$ cat src/rtl/alufunc.sv
// Execute-stage ALU function decoder: maps opcode/funct from the E pipeline
// register onto the MIPS R-type funct code space, registered for one cycle.
module alufunc #(
    parameter logic [5:0] RESET_FUNC   = 6'b000000,
    parameter logic [5:0] DEFAULT_FUNC = 6'b100001
) (
    input  logic       clk,
    input  logic       rst_n,
    input  logic [5:0] E_op,
    input  logic [5:0] E_func,
    output logic [5:0] e_alufunc
);

    localparam logic [5:0] OP_RTYPE = 6'b000000;
    localparam logic [5:0] OP_J     = 6'b000010;
    localparam logic [5:0] OP_JAL   = 6'b000011;
    localparam logic [5:0] OP_BEQ   = 6'b000100;
    localparam logic [5:0] OP_BNE   = 6'b000101;
    localparam logic [5:0] OP_ADDI  = 6'b001000;
    localparam logic [5:0] OP_ADDIU = 6'b001001;
    localparam logic [5:0] OP_SLTI  = 6'b001010;
    localparam logic [5:0] OP_SLTIU = 6'b001011;
    localparam logic [5:0] OP_ANDI  = 6'b001100;
    localparam logic [5:0] OP_ORI   = 6'b001101;
    localparam logic [5:0] OP_XORI  = 6'b001110;
    localparam logic [5:0] OP_LUI   = 6'b001111;
    localparam logic [5:0] OP_LB    = 6'b100000;
    localparam logic [5:0] OP_LH    = 6'b100001;
    localparam logic [5:0] OP_LW    = 6'b100011;
    localparam logic [5:0] OP_LBU   = 6'b100100;
    localparam logic [5:0] OP_LHU   = 6'b100101;
    localparam logic [5:0] OP_SB    = 6'b101000;
    localparam logic [5:0] OP_SH    = 6'b101001;
    localparam logic [5:0] OP_SW    = 6'b101011;

    localparam logic [5:0] FN_ADD   = 6'b100000;
    localparam logic [5:0] FN_ADDU  = 6'b100001;
    localparam logic [5:0] FN_SUBU  = 6'b100011;
    localparam logic [5:0] FN_AND   = 6'b100100;
    localparam logic [5:0] FN_OR    = 6'b100101;
    localparam logic [5:0] FN_XOR   = 6'b100110;
    localparam logic [5:0] FN_SLT   = 6'b101010;
    localparam logic [5:0] FN_SLTU  = 6'b101011;
    // Not a real funct: the ALU treats it as "shift B left 16" for lui.
    localparam logic [5:0] FN_LUI   = 6'b001111;

    logic [5:0] func_next;

    always_comb begin
        func_next = DEFAULT_FUNC;
        case (E_op)
            OP_RTYPE: func_next = E_func;
            OP_ADDI:  func_next = FN_ADD;
            OP_ADDIU: func_next = FN_ADDU;
            OP_SLTI:  func_next = FN_SLT;
            OP_SLTIU: func_next = FN_SLTU;
            OP_ANDI:  func_next = FN_AND;
            OP_ORI:   func_next = FN_OR;
            OP_XORI:  func_next = FN_XOR;
            OP_LUI:   func_next = FN_LUI;
            OP_LB, OP_LH, OP_LW, OP_LBU, OP_LHU,
            OP_SB, OP_SH, OP_SW,
            OP_J, OP_JAL:
                      func_next = FN_ADDU;
            OP_BEQ, OP_BNE:
                      func_next = FN_SUBU;
            default:  func_next = DEFAULT_FUNC;
        endcase
    end

    always_ff @(posedge clk or negedge rst_n) begin
        if (!rst_n)
            e_alufunc <= RESET_FUNC;
        else
            e_alufunc <= func_next;
    end

endmodule

$ cat config.mk
export PLATFORM = sky130hd
export DESIGN_NAME = alufunc
export DESIGN_NICKNAME = d
export VERILOG_FILES = /design/src/rtl/alufunc.sv
export SDC_FILE = /design/constraint.sdc
export NUM_CORES = 1
export LEC_CHECK = 0
export ABC_AREA = 1
export ABC_CLOCK_PERIOD_IN_PS = 800
export BUFFER_PORTS_ARGS = -buffer_cell sky130_fd_sc_hd__buf_4
export CAP_MARGIN = 10
export CORE_AREA = 2 2 39 41
export DETAILED_ROUTE_END_ITERATION = 8
export DIE_AREA = 0 0 41 43
export GPL_TIMING_DRIVEN = 0
export PLACE_DENSITY = 0.61
export SYNTH_ARGS = -nofsm -noshare
export SYNTH_HDL_FRONTEND = slang
export SYNTH_SLANG_ARGS = --single-unit
$ cat constraint.sdc
create_clock -name clk -period 0.8 [get_ports clk]
set_input_delay 0.08 -clock clk [delete_from_list [all_inputs] [get_ports clk]]
set_output_delay 0.08 -clock clk [all_outputs]
set_load 0.005 [all_outputs]
==> impl_metrics.env <==
export IMPL_routed_wirelength_um=835
export IMPL_final_cells=97
export IMPL_seq_area_frac_synth_pct=38.71
export IMPL_fp_coreArea_um2=1384
export IMPL_synthMuxAreaShare_pct=0
export IMPL_viasPerCell=4.289
export IMPL_multi_input_area_um2=188.9
export IMPL_slew_violations=0
export IMPL_io_buffers=19
export IMPL_path_max_fanout=1
export IMPL_status="finished clean"
export IMPL_fp_row_count=14
export IMPL_gp_congestion=0.7869
export IMPL_cp_end_kind="output port"
export IMPL_cp_slowest_cell="dfrtp_1"
export IMPL_drc=0
export IMPL_period_minus_slack_ns=0.7999
export IMPL_post_drt_wl_per_cell_um=8.608
export IMPL_clkSinkCount=6
export IMPL_cts_tree="built"
export IMPL_startpoint_type="flop"
export IMPL_grt_use_met1_pct=12.34
export IMPL_vias=416
export IMPL_crit_family="flip-flops"
export IMPL_grt_max_degree=8
export IMPL_synth_compound_area_share_pct=6.452
export IMPL_synth_seq_cells=6
export IMPL_fin_crit_sh_pct=99.99
export IMPL_gr_total_overflow=0
export IMPL_htreeDepth=1
export IMPL_leakagePower_uw=0.0003598
export IMPL_seqCellArea_um2=150.1
export IMPL_cp_cell_sequence="buf_6"
export IMPL_largest_reg_flops=6
export IMPL_synth_cells=58
export IMPL_worstSetupEndpoint="e_alufunc[1]"
export IMPL_detail_route_antenna_nets=0
export IMPL_post_place_cells=93
export IMPL_synthSimpleGateAreaFrac_pct=42.26
export IMPL_io_pins=20
export IMPL_placement_cell_area_um2=550.5
export IMPL_timing_fmax_mhz=1250
export IMPL_grt_pass1_vias=360
export IMPL_clockBufferDepth=2
export IMPL_top_register="e_alufunc"
export IMPL_drive_gt1_share_pct=30.86
export IMPL_relSlewSlack_pct=85.01
export IMPL_fp_dieW_um=41
export IMPL_synth_cell_types=12
export IMPL_diodes=0
export IMPL_drtPass1Iterations=4
export IMPL_hold_class="input port to flop"
export IMPL_synth_top_family_by_area="simple AND/OR/NAND/NOR gates"
export IMPL_post_route_util_pct=43.76
export IMPL_critPathKind="flop to output port"
export IMPL_drt_iter0_drc=11
export IMPL_syn_cell_area_um2=387.9
export IMPL_worst_ep_required_time_ns=0.72
export IMPL_dieHeight_um=43
export IMPL_synth_warning_count=0
export IMPL_cp_depth=1
export IMPL_setup_viol=0
export IMPL_power_uw=752.9
export IMPL_dpl_hpwl_um=679.8
export IMPL_hold_viol_final=0
export IMPL_grt_use_met3_pct=2.094
export IMPL_die_area_um2=1763
export IMPL_grt_pass1_wl_um=1304
export IMPL_met2_usage_pct=17.19
export IMPL_tns_ns=0
export IMPL_crit_arrival_ns=0.72
export IMPL_avgSynthCellArea_um2=6.687
export IMPL_cp_buffers_inverters=1
export IMPL_synthAdderAreaFrac_pct=0
export IMPL_start_util_pct=28.03
export IMPL_grtUsageTotal_pct=10.67
export IMPL_clk_pin_slew_ns=0.04
export IMPL_syn_num_nets=72
export IMPL_tightest_slew_ns=0.2246
export IMPL_grt_most_used_layer="met2"
export IMPL_cpPeakStageDelay_ns=0.37
export IMPL_fin_nets=97
export IMPL_cts_buffers=3
export IMPL_synthXorXnorAreaFrac_pct=0
export IMPL_powerDensity_nw_per_um2=1243
export IMPL_n_fill_cell=138
export IMPL_cap_violations=0
export IMPL_rsz0062_at_grt="true"
export IMPL_startpoint="e_alufunc[1]"
export IMPL_largestRegisters="e_alufunc x6"
export IMPL_antenna_found_initial=0
export IMPL_fin_area_um2=605.6
export IMPL_syn2layout_area_growth_pct=56.13
export IMPL_cts_root_buffer="clkbuf_4"
export IMPL_peakVddDrop_mv=0.4232
per-stage QoR:
| step | hold slack (ns) | setup slack [ns] |
|---|---|---|
| detailed placement | -0.1109 | -0.1034 |
| CTS | 0.05253 | -0.01271 |
| finish | 0.05955 | 0.00007333 |
| global placement | -0.1125 | -0.08935 |
| global route | 0.08562 | -0.02192 |
| floorplan | -0.2156 | 0.1275 |
final cells by class:
cell class              instances  area share, %
flip-flops and latches          6          24.79
repair buffers                 20          28.93
well taps                      16          3.306
clock buffers                   3          3.719
multi-input cells              39          31.20
inverters                      13          8.058
worst min-delay path by stage:
stage                   start      endpoint  slack [ns]  cells after the start
floorplan               rst_n  e_alufunc[0]       -0.22                      0
detailed placement      rst_n  e_alufunc[4]       -0.11                      1
finish              E_func[4]  e_alufunc[4]        0.06                      3
CTS                 E_func[4]  e_alufunc[4]        0.05                      3
global route        E_func[4]  e_alufunc[4]        0.09                      3
global placement        rst_n  e_alufunc[3]       -0.11                      1
placed cells by master (no fill, tap or decap), drive strengths merged:
| cell | count |
|---|---|
| buf | 19 |
| clkbuf | 3 |
| dfrtp | 6 |
| dlygate4sd3 | 1 |
| inv | 13 |
| nand2 | 13 |
| nand3 | 5 |
| nand4 | 1 |
| nor2 | 16 |
| o2111ai | 1 |
| o21ai | 2 |
| o22ai | 1 |
repair_timing:
action                                  4_1_cts  5_1_grt
endpoints found under the hold margin         6        0
setup buffers                                 0        0
resized for setup                             6        0
hold buffers                                  1        0
pin swaps                                     0        0
endpoints found under the setup margin        6        6
cells by family (layout without fill, tap and decap cells):
family	after synthesis	after routing
compound gates	4	4
buf+inv	13	36
flops	6	6
simple gates	35	35
layer usage:
metal / share of wire, % / vias to the layer above
met2: 46 / 21
li1: - / 223
met5: 0 / -
met3: 11 / 0
met1: 43 / 172
met4: 0 / 0
cells in the mapped netlist:
library cell | n | area, um2
nand3_1 | 4 | 20.02
nor2_1 | 14 | 52.55
dfrtp_1 | 6 | 150.1
nand3_2 | 1 | 10.01
nand2_1 | 13 | 48.80
inv_1 | 13 | 48.80
nor2_2 | 1 | 6.260
nor2_8 | 1 | 20.02
o21ai_0 | 2 | 10.01
o22ai_1 | 1 | 6.260
o2111ai_1 | 1 | 8.760
nand4_1 | 1 | 6.260
report_power, final:
part / internal, uW / leakage, uW / total, uW / switching [uW]
Combinational: 86.9 / 0.000272 / 165 / 77.7
Sequential: 315 / 0.0000735 / 319 / 4.46
Clock: 169 / 0.0000138 / 269 / 99.8
Total: 571 / 0.000360 / 753 / 182
No activity file was read; power rests on OpenSTA's default activity.
